$ cat src/rtl/masked_sbox_bram_feeder_if.sv
// masked_sbox_bram_feeder_if: upstream, BRAM and downstream signals of the S-box BRAM feeder.
interface masked_sbox_bram_feeder_if;
   logic       in_valid;
   logic       in_ready;
   logic [1:0] in_sel;
   logic [7:0] in_share0;
   logic [7:0] in_share1;
   logic [9:0] bram_addra;
   logic [9:0] bram_addrb;
   logic       bram_en;
   logic       bram_rst;
   logic [7:0] bram_doa;
   logic [7:0] bram_dob;
   logic [7:0] fresh_rand;
   logic       out_valid;
   logic       out_ready;
   logic [7:0] out_share0;
   logic [7:0] out_share1;
   modport master (
      output in_valid, in_sel, in_share0, in_share1, bram_doa, bram_dob, fresh_rand, out_ready,
      input  in_ready, bram_addra, bram_addrb, bram_en, bram_rst, out_valid, out_share0, out_share1
   );
   modport slave (
      input  in_valid, in_sel, in_share0, in_share1, bram_doa, bram_dob, fresh_rand, out_ready,
      output in_ready, bram_addra, bram_addrb, bram_en, bram_rst, out_valid, out_share0, out_share1
   );
endinterface

$ cat src/rtl/masked_sbox_bram_feeder.sv
// masked_sbox_bram_feeder: credit-guarded feeder and output FIFO around a dual-port masked S-box BRAM.
// Define MASK_REFRESH_EN to re-mask both stored shares with fresh_rand at FIFO write.
module masked_sbox_bram_feeder #(
   parameter int FIFO_DEPTH = 4,
   parameter int BRAM_LAT   = 2
) (
   input logic                      clk,
   input logic                      rst,
   masked_sbox_bram_feeder_if.slave bus
);
   localparam int PW = $clog2(FIFO_DEPTH);
   logic [BRAM_LAT-1:0] r_vp;
   logic                r_bram_rst;
   logic [PW-1:0]       r_wptr;
   logic [PW-1:0]       r_rptr;
   logic [PW:0]         r_count;
   logic [15:0]         r_mem [FIFO_DEPTH];
   logic                w_fire;
   logic                w_wr;
   logic                w_rd;
   logic [15:0]         w_entry;
   assign bus.bram_addra = {bus.in_sel, bus.in_share0};
   assign bus.bram_addrb = {bus.in_sel, bus.in_share1};
   assign bus.bram_rst   = r_bram_rst;
   // Credits include bytes still inside the BRAM, so every result finds a free slot.
   assign bus.in_ready   = !r_bram_rst && (($countones(r_vp) + int'(r_count)) < FIFO_DEPTH);
   assign w_fire         = bus.in_valid & bus.in_ready;
   assign bus.bram_en    = w_fire | (|r_vp);
   assign w_wr           = bus.bram_en & r_vp[BRAM_LAT-1];
   assign bus.out_valid  = r_count != '0;
   assign w_rd           = bus.out_valid & bus.out_ready;
   assign bus.out_share0 = r_mem[r_rptr][15:8];
   assign bus.out_share1 = r_mem[r_rptr][7:0];
`ifdef MASK_REFRESH_EN
   assign w_entry = {bus.bram_doa ^ bus.fresh_rand, bus.bram_dob ^ bus.fresh_rand};
`else
   logic w_unused_rand;
   assign w_unused_rand = ^bus.fresh_rand;
   assign w_entry       = {bus.bram_doa, bus.bram_dob};
`endif
   always_ff @(posedge clk or posedge rst) begin
      if (rst) begin
         r_vp       <= '0;
         r_bram_rst <= 1'b1;
         r_wptr     <= '0;
         r_rptr     <= '0;
         r_count    <= '0;
         for (int i = 0; i < FIFO_DEPTH; i++) r_mem[i] <= '0;
      end else begin
         r_bram_rst <= 1'b0;
         if (bus.bram_en) r_vp <= {r_vp[BRAM_LAT-2:0], w_fire};
         if (w_wr) begin
            r_mem[r_wptr] <= w_entry;
            r_wptr        <= r_wptr + 1'b1;
         end
         if (w_rd) r_rptr <= r_rptr + 1'b1;
         r_count <= r_count + (PW+1)'(w_wr) - (PW+1)'(w_rd);
      end
   end
   a_no_overflow: assert property (@(posedge clk) disable iff (rst)
      !(w_wr && !w_rd && r_count == (PW+1)'(FIFO_DEPTH)));
endmodule

$ cat src/flat_wrapper.sv
// flat-port wrapper written by rule: the top's interface ports become plain ports
module masked_sbox_bram_feeder_flat 
#(
   parameter int FIFO_DEPTH = 4,
   parameter int BRAM_LAT   = 2
)
  (clk, rst, bus_in_valid, bus_in_sel, bus_in_share0, bus_in_share1, bus_bram_doa, bus_bram_dob, bus_fresh_rand, bus_out_ready, bus_in_ready, bus_bram_addra, bus_bram_addrb, bus_bram_en, bus_bram_rst, bus_out_valid, bus_out_share0, bus_out_share1);
  masked_sbox_bram_feeder_if bus_i ();
  input logic clk;
  input logic rst;
  input wire logic [$bits(bus_i.in_valid)-1:0] bus_in_valid;
  input wire logic [$bits(bus_i.in_sel)-1:0] bus_in_sel;
  input wire logic [$bits(bus_i.in_share0)-1:0] bus_in_share0;
  input wire logic [$bits(bus_i.in_share1)-1:0] bus_in_share1;
  input wire logic [$bits(bus_i.bram_doa)-1:0] bus_bram_doa;
  input wire logic [$bits(bus_i.bram_dob)-1:0] bus_bram_dob;
  input wire logic [$bits(bus_i.fresh_rand)-1:0] bus_fresh_rand;
  input wire logic [$bits(bus_i.out_ready)-1:0] bus_out_ready;
  output wire logic [$bits(bus_i.in_ready)-1:0] bus_in_ready;
  output wire logic [$bits(bus_i.bram_addra)-1:0] bus_bram_addra;
  output wire logic [$bits(bus_i.bram_addrb)-1:0] bus_bram_addrb;
  output wire logic [$bits(bus_i.bram_en)-1:0] bus_bram_en;
  output wire logic [$bits(bus_i.bram_rst)-1:0] bus_bram_rst;
  output wire logic [$bits(bus_i.out_valid)-1:0] bus_out_valid;
  output wire logic [$bits(bus_i.out_share0)-1:0] bus_out_share0;
  output wire logic [$bits(bus_i.out_share1)-1:0] bus_out_share1;
  assign bus_i.in_valid = bus_in_valid;
  assign bus_i.in_sel = bus_in_sel;
  assign bus_i.in_share0 = bus_in_share0;
  assign bus_i.in_share1 = bus_in_share1;
  assign bus_i.bram_doa = bus_bram_doa;
  assign bus_i.bram_dob = bus_bram_dob;
  assign bus_i.fresh_rand = bus_fresh_rand;
  assign bus_i.out_ready = bus_out_ready;
  assign bus_in_ready = bus_i.in_ready;
  assign bus_bram_addra = bus_i.bram_addra;
  assign bus_bram_addrb = bus_i.bram_addrb;
  assign bus_bram_en = bus_i.bram_en;
  assign bus_bram_rst = bus_i.bram_rst;
  assign bus_out_valid = bus_i.out_valid;
  assign bus_out_share0 = bus_i.out_share0;
  assign bus_out_share1 = bus_i.out_share1;
  masked_sbox_bram_feeder #(.FIFO_DEPTH(FIFO_DEPTH), .BRAM_LAT(BRAM_LAT)) u_core (.clk(clk), .rst(rst), .bus(bus_i));
endmodule
$ cat config.mk
export PLATFORM = sky130hd
export DESIGN_NAME = masked_sbox_bram_feeder_flat
export DESIGN_NICKNAME = d
export VERILOG_FILES = /design/src/rtl/masked_sbox_bram_feeder_if.sv /design/src/rtl/masked_sbox_bram_feeder.sv /design/src/flat_wrapper.sv
export SDC_FILE = /design/constraint.sdc
export NUM_CORES = 1
export LEC_CHECK = 0
export ABC_CLOCK_PERIOD_IN_PS = 2550
export CORE_MARGIN = 1
export CORE_UTILIZATION = 28
export DETAILED_ROUTE_END_ITERATION = 8
export GPL_TIMING_DRIVEN = 0
export PLACE_DENSITY = 0.6
export SLEW_MARGIN = 20
export SYNTH_ARGS = -nofsm -noshare
export SYNTH_HDL_FRONTEND = slang
export SYNTH_SLANG_ARGS = --single-unit
$ cat constraint.sdc
create_clock -name clk -period 2.55 [get_ports clk]
set_clock_uncertainty 0.15 [all_clocks]
set_input_delay 0.51 -clock clk [delete_from_list [all_inputs] [get_ports clk]]
set_output_delay 0.51 -clock clk [all_outputs]
set_load 0.02 [all_outputs]
# [Yosys cells after proc, flatten, opt, wreduce, memory -nomap -nowiden]
# Cells that the tools add are included.
# W data, S select, Z words.
[classes] reduce_logical=5 addsub=6 order_cmp=4 n_mux=6 bitwise=6
[ops] op="$bwmux W64" count=1
[ops] op="$mux W16" count=3
[ops] op="$add A32 B4 Y32" count=1
[ops] op="$bmux W16 S2" count=1
[ops] op="$demux W16 S2" count=1
[ops] op="$lt A32 B4 Y1 const B" count=1
[ops] op="$ge A3 B3 Y1 const B" count=2
[ops] op="$not A2 Y3" count=2
[ops] op="$add A2 B1 Y2 const B" count=2
[ops] op="$add A3 B1 Y3" count=1
[ops] op="$and A1 B1 Y1" count=3
[ops] op="$lt A3 B1 Y1 const B" count=1
[ops] op="$reduce_bool A3 Y1" count=1
[ops] op="$sub A3 B1 Y3" count=1
[ops] op="$add A1 B1 Y2" count=1
[ops] op="$logic_and A1 B1 Y1" count=2
[ops] op="$reduce_or A2 Y1" count=1
[ops] op="$logic_not A1 Y1" count=1
[ops] op="$or A1 B1 Y1" count=1
[word_totals] wordCells=36 input_bits=46 register_bits=74 out_inout_bits=40

# [Longest topological paths before layout]
# Gate-level depths: netlist of the first run.
[depth] depth_word=9 mapped_depth=9 depth_no_buf=9

# [Least setup slack after synthesis of the first run]
# No wires, ideal clock.
[synth_path] path_kind="reg-to-reg" startpoint="reg u_core.r_vp[1]" endpoint="reg u_core.r_count[1]" period_less_slack_ns=2.611 arrival_time_ns=2.326 setup_slack_ns=-0.061 path_buffers=0 required_ns=2.265 stages_incl_launch_ff=9 setup_time_ns=0.135 cell_sequence="dfrtp_1 > ha_1 > ha_1 > or4b_4 > o21ai_4 > nand2_1 > inv_1 > ha_1 > fa_1"
[synth_via] elab_chain_cells=9 word_cells_on_any_way=10 classes_between="add/sub: 4; order compare: 1; bitwise: 3; reduce/logical: 2"
[synth_lines] element="start, declared" line="masked_sbox_bram_feeder.sv:12" rtl="logic [BRAM_LAT-1:0] r_vp;"
[synth_lines] element="start signal, assigned" line="masked_sbox_bram_feeder.sv:51" rtl="if (bus.bram_en) r_vp <= {r_vp[BRAM_LAT-2:0], w_fire};"
[synth_lines] element="$add A1 B1 Y2 (implied by the code)" line="masked_sbox_bram_feeder.sv:26" rtl="assign bus.in_ready = !r_bram_rst && (($countones(r_vp) + int'(r_count)) < FIFO_DEPTH);"
[synth_lines] element="$add A32 B4 Y32" line="masked_sbox_bram_feeder.sv:26"
[synth_lines] element="$lt A32 B4 Y1" line="masked_sbox_bram_feeder.sv:26"
[synth_lines] element="$logic_and A1 B1 Y1" line="masked_sbox_bram_feeder.sv:26"
[synth_lines] element="$and A1 B1 Y1" line="masked_sbox_bram_feeder.sv:27" rtl="assign w_fire = bus.in_valid & bus.in_ready;"
[synth_lines] element="$or A1 B1 Y1 *" line="masked_sbox_bram_feeder.sv:28" rtl="assign bus.bram_en = w_fire | (|r_vp);"
[synth_lines] element="net bus_bram_en" line="flat_wrapper.sv:22" rtl="output wire logic [$bits(bus_i.bram_en)-1:0] bus_bram_en;"
[synth_lines] element="$and A1 B1 Y1 *" line="masked_sbox_bram_feeder.sv:29" rtl="assign w_wr = bus.bram_en & r_vp[BRAM_LAT-1];"
[synth_lines] element="net u_core.w_wr" line="masked_sbox_bram_feeder.sv:19" rtl="logic w_wr;"
[synth_lines] element="$add A3 B1 Y3 *" line="masked_sbox_bram_feeder.sv:57" rtl="r_count <= r_count + (PW+1)'(w_wr) - (PW+1)'(w_rd);"
[synth_lines] element="$sub A3 B1 Y3 *" line="masked_sbox_bram_feeder.sv:57"
[synth_lines] element="end signal, assigned" line="masked_sbox_bram_feeder.sv:57"
[synth_lines] element="end, declared" line="masked_sbox_bram_feeder.sv:16" rtl="logic [PW:0] r_count;"
# The timed path passes the listed nets; every way through them passes the cells marked *.
# A chain may end at the register's enable or synchronous reset.

# [Final worst setup path of the first run]
[layout_path] startpoint="reg u_core.r_vp[1]" endpoint="out bus_bram_en"
[layout_via] elab_chain_cells=6 word_cells_on_any_way=7 classes_between="add/sub: 2; order compare: 1; bitwise: 2; reduce/logical: 2"
[layout_lines] element="$add A1 B1 Y2 (implied by the code)" line="masked_sbox_bram_feeder.sv:26"
[layout_lines] element="$add A32 B4 Y32" line="masked_sbox_bram_feeder.sv:26"
[layout_lines] element="$lt A32 B4 Y1" line="masked_sbox_bram_feeder.sv:26"
[layout_lines] element="$logic_and A1 B1 Y1" line="masked_sbox_bram_feeder.sv:26"
[layout_lines] element="$and A1 B1 Y1" line="masked_sbox_bram_feeder.sv:27"
[layout_lines] element="$or A1 B1 Y1 *" line="masked_sbox_bram_feeder.sv:28"
[layout_lines] element="end, declared" line="flat_wrapper.sv:22"
# Mark *: on every way between the ends. The rest lies on a longest branch, timed or not.

==> results.cfg, run 1 <==
[power]
leakage_nw = 2.29
p_per_area_nw_per_um2 = 1230
worst_ir_drop_vdd_uv = 491

[cells_and_area]
area_growth_pct = 38.1
n_fill_cell = 1175
diodes = 0
utilization = 0.402
final_nets = 369
drive_above_1_share = 0.524

[clock_tree]
cts_tree = built
clkTransAtPathRegs_ns = 0.05
cts_hold_repair.buffers = 0
root_buffer = clkbuf_16
clkSinkCount = 74
cts_buffers = 9
insertion_delay_ns = 0.33
cts_max_path_buffers = 2
htreeDepth = 3

[global_route]
use_met3 = 0.0381
gr-usage-met1 = 0.161
grt_util_all_layers = 0.123
grt_util_met2 = 0.195
top_usage_layer = met2
grt_max_degree = 42
grt_antenna_before_repair = 0
overflow = 0
grt_pass1_wl_um = 12200
grt_pass1_vias = 2234

[drt]
drt_iter0_drc = 118
via_count = 2085
drc_errors = 0
ant_nets = 0
avgViaCountPerCell = 4.26
wl_per_cell_um = 15.9
first_pass_iters = 3
drt-total-wl_um = 7790

[status]
status = finished, violations left
violations = negative setup slack

[synthesis]
seq_area_frac_synth = 0.498
synth_nets = 285
ys_seq_elements = 74
syn-instance-count = 229
netlist_area_um2 = 3720
yosysWarningCount = 0
ys_types = 27
syn_avg_cell_area_um2 = 16.2

[floorplanning]
io-pin-count = 86
die_h_um = 117
die_area_um2 = 13800
core_um2 = 12800
start_util = 0.291
row_count = 41
die_x_um = 117

[setup_path]
start_kind = flip-flop
crit_required_ns = 1.89
path_max_fanout = 2
critPathKind = reg2out
cp_data_arrival_time_ns = 1.97
endpoint_kind = primary output

[timing]
fin_crit_sh = 1.03
finalHoldViolCount = 0
tns_ns = -0.980
slew_viol_final = 0
setup_violations = 32
post-route-min-period_ns = 2.63
rsz0062_at_grt = true
finalWorstSetupSlack_ns = -0.0849
clock.fmax_mhz = 380

[place]
port_buffers = 59
finalWeightedCongestion = 0.691
post-dp-hpwl_um = 4950

[run]
drv_cap = 0

[min_path]
worst_hold_path_type = reg2reg
## path summary, 6_finish.rpt
check	start	slack [ns]	endpoint	depth (start not counted)
max reg2reg	u_core.r_vp[1]	-0.06	u_core.r_count[1]	10
min	u_core.r_mem[31]	0.35	u_core.r_mem[31]	1
min reg2reg	u_core.r_mem[31]	0.35	u_core.r_mem[31]	1
min in group asynchronous	rst	0.40	u_core.r_mem[3]	2
max in group asynchronous	rst	1.21	u_core.bus.bram_rst	3
max	u_core.r_vp[1]	-0.08	bus_bram_en	6
## cell usage after synthesis (all sizes together)
library cell | instances | area (um2)
fa | 1 | 20.0
mux4 | 16 | 360
nand2 | 4 | 15.0
xor2 | 2 | 17.5
mux2 | 65 | 882
xnor2 | 3 | 26.3
or3 | 1 | 7.51
o21ai | 3 | 26.3
dfrtp | 73 | 1830
inv | 10 | 37.5
buf | 31 | 293
clkbuf | 1 | 3.75
ha | 9 | 113
or4b | 1 | 13.8
conb | 1 | 3.75
dfstp | 1 | 26.3
and3 | 5 | 36.3
nor4 | 1 | 6.26
and2 | 1 | 6.26
## flip-flops by register name, indices dropped and copies added (netlist names)
signal               flops
u_core.r_wptr            2
u_core.r_vp              2
u_core.r_rptr            2
u_core.r_count           3
u_core.bus.bram_rst      1
u_core.r_mem            64
## repair_timing
item | 4_1_cts | 5_1_grt
resized for setup | 66 | 25
endpoints found under the hold margin | 0 | 0
pin swaps | 5 | 6
setup buffers | 10 | 5
gates cloned | 2 | 2
endpoints found under the setup margin | 83 | 76
## worst max-delay path: stages, from the launching register on
cell	delay (ns)
dfrtp_2	0.43
ha_4	0.17
ha_4	0.15
or4b_4	0.50
o21ai_4	0.18
buf_6	0.12
buf_6	0.10
## area by class of cell
type                       instances  area, um2  share of cell area
clock buffer                      12        246              0.0480
tap                              172        215              0.0419
buffer                            28        297              0.0577
sequential                        74       1860               0.361
timing repair buffer              77        806               0.157
inverter                          10       40.0             0.00779
clock inverter                     3       40.0             0.00779
multi-input combinational        113       1640               0.319
## placed cells by master (no fill, tap or decap), types with 2 or more instances in the layout
| master | n |
|---|---|
| buf_2 | 2 |
| xor2_1 | 2 |
| mux2_4 | 52 |
| buf_8 | 3 |
| xnor2_1 | 3 |
| mux2_2 | 13 |
| buf_4 | 25 |
| dfrtp_2 | 2 |
| dlygate4sd2_1 | 8 |
| clkdlybuf4s50_1 | 41 |
| clkbuf_16 | 11 |
| ha_4 | 3 |
| clkbuf_1 | 2 |
| o21ai_0 | 2 |
| mux4_2 | 16 |
| buf_12 | 11 |
| dfrtp_1 | 71 |
| inv_1 | 8 |
| ha_1 | 6 |
| and3_4 | 4 |
| buf_6 | 6 |
| clkbuf_2 | 6 |
| nand2_1 | 3 |
| clkinv_2 | 2 |
## report_power, final
part / internal (W) / switching (W)
logic: 0.00178 / 0.00120
clock network: 0.000775 / 0.000451
registers: 0.00175 / 0.000363
## through the flow
step	hold slack [ns]	total power, W	instances	worst slack (ns)	cell area [um2]
floorplan	0.325	0.00400	229	-0.0301	3730
global placement	0.334	0.00490	460	-1.25	4530
detailed placement	0.341	0.00497	461	-0.501	4550
CTS	0.355	0.00635	487	-0.117	5100
global route	0.360	0.00673	489	-0.145	5140
finish	0.349	0.00632	489	-0.0849	5140
## per-layer routing
layer | wire [um] | up-vias
met5 | 0 | -
met4 | 85 | 0
met3 | 361 | 8
met2 | 3740 | 56
met1 | 3610 | 1062
li1 | - | 959
## cell families after synthesis
group	share of synthesized area
muxes	0.334
DFF	0.498
buffers and inverters	0.0898
and+or+nand+nor	0.0229
adders and majority gates	0.0356
xor gates and xnor gates	0.0118
AOI/OAI and AO/OA	0.00706
other	0.00101
Note: power is estimated with default switching activity, not from simulation.
==> run 2, diff against run 1 <==
- CTS_BUF_LIST: not set -> sky130_fd_sc_hd__clkbuf_4
==> results.cfg, run 2 (same netlist as run 1, synthesis figures left out) <==
[status]
status = finished, violations left
violations = negative setup slack

[floorplanning]
core_um2 = 12800
io-pin-count = 86
row_count = 41
die_h_um = 117
start_util = 0.291
die_x_um = 117
die_area_um2 = 13800

[drt]
drc_errors = 0
drt_iter0_drc = 75
via_count = 2128
first_pass_iters = 4
avgViaCountPerCell = 4.27
wl_per_cell_um = 15.9
ant_nets = 0
drt-total-wl_um = 7900

[timing]
post-route-min-period_ns = 2.67
slew_viol_final = 0
setup_violations = 38
clock.fmax_mhz = 374
finalHoldViolCount = 0
rsz0062_at_grt = true
finalWorstSetupSlack_ns = -0.123
fin_crit_sh = 1.05

[place]
pre_cts_ws_ns = -0.501
post-dp-hpwl_um = 4950
port_buffers = 59
finalWeightedCongestion = 0.691
placed_cell_area_um2 = 4550

[cells_and_area]
reg_top3 = u_core.r_mem x64, u_core.r_count x3
drive_above_1_share = 0.561
area_growth_pct = 38.8
regMostFlops = u_core.r_mem
final_common_cell = dfrtp_1
final_nets = 378
final_area_um2 = 5160
largest_reg_flops = 64
final_cell_mix = 70 x dfrtp_1, 63 x mux2_4, 40 x clkdlybuf4s50_1
diodes = 0

[clock_tree]
clkSinkCount = 74
root_buffer = clkbuf_4
cts_tree = built
insertion_delay_ns = 0.42
clkTransAtPathRegs_ns = 0.10
cts_buffers = 9
cts_max_path_buffers = 2
cts_hold_repair.buffers = 0
htreeDepth = 3

[setup_path]
endpoint_kind = primary output
path_max_fanout = 2
critPathKind = reg2out
start_kind = flip-flop
cp_data_arrival_time_ns = 2.01
crit_required_ns = 1.89

[power]
worst_ir_drop_vdd_uv = 495
leakage_nw = 2.32
p_per_area_nw_per_um2 = 1180

[min_path]
worst_hold_path_type = in2async

[global_route]
grt_max_degree = 42
grt_pass1_wl_um = 11900
grt_antenna_before_repair = 0
grt_pass1_vias = 2221
overflow = 0
grt_util_all_layers = 0.119

[run]
drv_cap = 0
==> run 2: cell types whose count changed in the layout (fill, tap and decap cells not counted), moves of 3 or more <==
cell,previous run,this run
buf_2,2,5
buf_4,25,31
clkbuf_4,0,11
mux2_2,13,2
mux2_4,52,63
clkbuf_16,11,3
dlygate4sd2_1,8,5
==> run 2: area by class of cell <==
class | count | area [um2]
Clock inverter | 4 | 43.8
Multi-Input combinational cell | 113 | 1690
Fill cell | 1165 | 7610
Tap cell | 172 | 215
Sequential cell | 74 | 1860
Timing Repair Buffer | 86 | 945
Inverter | 10 | 40.0
Clock buffer | 11 | 82.6
Buffer | 28 | 293
==> run 2: stage by stage <==
step                 util  setup TNS [ns]  hold slack (ns)  cells  total power [W]
CTS                 0.376           -7.11            0.279    484          0.00565
detailed placement  0.357          -18.33            0.341    461          0.00497
global route        0.404           -5.58            0.299    498          0.00649
global placement    0.355         -109.29            0.334    460          0.00490
finish              0.404           -1.76            0.299    498          0.00610
floorplan               -          -0.904            0.325    229          0.00400
==> run 2: critical path, stage by stage, from the launching register on <==
cell     delay [ns]
dfrtp_2        0.44
ha_4           0.17
ha_4           0.15
or4b_4         0.50
o21ai_4        0.19
buf_6          0.14
==> run 2: final timing paths <==
path	to	slack [ns]	startpoint	depth (start not counted)
setup reg to reg	u_core.r_count[1]	-0.08	u_core.r_vp[1]	10
setup / recovery	bus_bram_en	-0.12	u_core.r_vp[1]	5
hold reg to reg	u_core.r_mem[31]	0.36	u_core.r_mem[31]	1
hold / removal	u_core.r_mem[3]	0.30	rst	2
min in group clk	u_core.r_mem[31]	0.36	u_core.r_mem[31]	1
max in group asynchronous	u_core.bus.bram_rst	1.32	rst	3
==> run 2: what timing repair did <==
item | CTS | global route
buffers inserted | 7 | 14
resized for setup | 67 | 66
pin swaps | 2 | 8
cloned | 2 | 3
endpoints found under the setup margin | 84 | 82
endpoints found under the hold margin | 0 | 0
==> run 2: routing by layer <==
metal	share of wire	track usage
met5	0	0
met4	0.013	0.0405
met2	0.49	0.189
met3	0.048	0.0366
met1	0.45	0.154
==> run 2: report_power, final <==
part	switching, W	leakage [nW]	internal, W	total [W]
Combinational	0.00129	1.34	0.00201	0.00331
Clock	0.000386	0.0741	0.000310	0.000696
Sequential	0.000347	0.903	0.00175	0.00209
==> run 3, diff against run 2 <==
--- a/config.mk
+++ b/config.mk
@@ -7,3 +7,3 @@
 export LEC_CHECK = 0
-export ABC_CLOCK_PERIOD_IN_PS = 2550
+export ABC_CLOCK_PERIOD_IN_PS = 2500
 export CORE_MARGIN = 1
@@ -13,3 +13,3 @@
 export GPL_TIMING_DRIVEN = 0
-export PLACE_DENSITY = 0.6
+export PLACE_DENSITY = 0.58
 export SLEW_MARGIN = 20
==> constraint.sdc (replaced) <==
create_clock -name clk -period 2.5 [get_ports clk]
set_clock_uncertainty 0.15 [all_clocks]
set_input_delay 0.25 -clock clk [delete_from_list [all_inputs] [get_ports clk]]
set_output_delay 0.25 -clock clk [all_outputs]
set_load 0.02 [all_outputs]
==> results.cfg, run 3 (same netlist as run 1, synthesis figures left out) <==
[floorplanning]
start_util = 0.291
io-pin-count = 86
die_h_um = 117
die_area_um2 = 13800
die_x_um = 117
row_count = 41
core_um2 = 12800

[power]
leakage_nw = 2.35
worst_ir_drop_vdd_uv = 402
total_power_w = 0.00609
p_per_area_nw_per_um2 = 1180

[place]
port_buffers = 59
post-dp-hpwl_um = 4920
pre_cts_ws_ns = -0.376
finalWeightedCongestion = 0.670

[clock_tree]
insertion_delay_ns = 0.42
cts_max_path_buffers = 2
clkSinkCount = 74
root_buffer = clkbuf_4
clkTransAtPathRegs_ns = 0.13
cts_tree = built
cts_hold_repair.buffers = 0
cts_buffers = 9
htreeDepth = 3

[cells_and_area]
final_cell_mix = 71 x dfrtp_1, 57 x mux2_4, 41 x clkdlybuf4s50_1
n_fill_cell = 1171
drive_above_1_share = 0.514
final_nets = 378
multi_input_area_um2 = 1640
area_growth_pct = 38.6
diodes = 0
largest_reg_flops = 64
reg_top3 = u_core.r_mem x64, u_core.r_count x3
final_common_cell = dfrtp_1
regMostFlops = u_core.r_mem
regArea_um2 = 1860

[min_path]
worst_hold_path_type = in2async

[setup_path]
reg2reg_depth = 8
max_stage_delay_ns = 0.50
path_buf_inv = 2
critPathKind = reg2reg
start_kind = flip-flop
path_max_fanout = 8
endpoint_kind = flip-flop
cp_data_arrival_time_ns = 2.77
path_depth = 8
crit_required_ns = 2.68
cpMaxStageDelayCell = or4b_4
crit_chain = ha_2 -> ha_4 -> or4b_4 -> o21ai_4 -> and3_4 -> buf_12 -> clkbuf_16 -> mux2_4
cpLargestDelayFamily = simple AND/OR/NAND/NOR gates

[timing]
fin_crit_sh = 1.04
setup_violations = 60
post-route-min-period_ns = 2.59
slew_viol_final = 0
clock.fmax_mhz = 386
finalHoldViolCount = 0
rsz0062_at_grt = true
finalWorstSetupSlack_ns = -0.0910

[global_route]
grt_antenna_before_repair = 0
grt_pass1_vias = 2328
overflow = 0
grt_max_degree = 40
grt_util_all_layers = 0.120
grt_pass1_wl_um = 12000

[drt]
avgViaCountPerCell = 4.43
drc_errors = 0
drt-total-wl_um = 8080
wl_per_cell_um = 16.2
first_pass_iters = 4
ant_nets = 0
via_count = 2209
drt_iter0_drc = 99

[status]
violations = negative setup slack
status = finished, violations left

[run]
drv_cap = 0
run 3: changes by cell type in the layout (fill, tap and decap cells not counted), moves of 4 or more:
cell and delta:
mux2_2 +6, buf_8 -4, dlymetal6s2s_1 +5, mux2_4 -6
buf_2 -5
run 3: cell type report:
cell class,count,area share
buffer,31,0.0684
timing repair buffer,83,0.175
clock inverter,7,0.0163
multi-input combinational,113,0.318
tap,172,0.0417
clock buffer,9,0.0131
sequential,74,0.360
inverter,10,0.00776
run 3: where the power goes:
part | internal (W) | leakage [nW] | switching, W
Clock | 0.000394 | 0.0784 | 0.000427
Combinational | 0.00190 | 1.37 | 0.00126
Sequential | 0.00178 | 0.905 | 0.000339
Total | 0.00407 | 2.35 | 0.00202
run 3: worst paths after layout:
check                                       from                to  slack (ns)
worst max-delay path              u_core.r_vp[1]  u_core.r_mem[21]       -0.09
worst min-delay path                         rst  u_core.r_mem[63]        0.03
worst max register to register    u_core.r_vp[1]  u_core.r_mem[21]       -0.09
worst min register to register  u_core.r_mem[25]  u_core.r_mem[25]        0.37
max in group asynchronous                    rst  u_core.r_mem[48]        1.60
min in group clk                u_core.r_mem[25]  u_core.r_mem[25]        0.37
run 3: repair_timing:
action / CTS / global route
pin swaps: 1 / 8
setup buffers: 4 / 15
endpoints found under the setup margin: 84 / 79
gates resized for setup: 25 / 52
endpoints found under the hold margin: 0 / 0
gates cloned: 0 / 4
run 3: stage by stage:
stage	setup TNS, ns	utilization	cells	hold slack (ns)	instance area, um2
floorplan	-2.95	-	229	0.248	3730
global placement	-87.91	0.355	460	0.335	4530
detailed placement	-10.28	0.357	461	0.341	4550
CTS	-4.70	0.371	480	0.0301	4740
global route	-6.87	0.404	499	0.0441	5160
finish	-3.03	0.404	499	0.0267	5160
run 3: per-layer routing:
layer  wire length [um]  GRT usage
met4                 72     0.0304
met5                  0          0
met1               3680      0.148
met2               3920      0.197
met3                408     0.0443
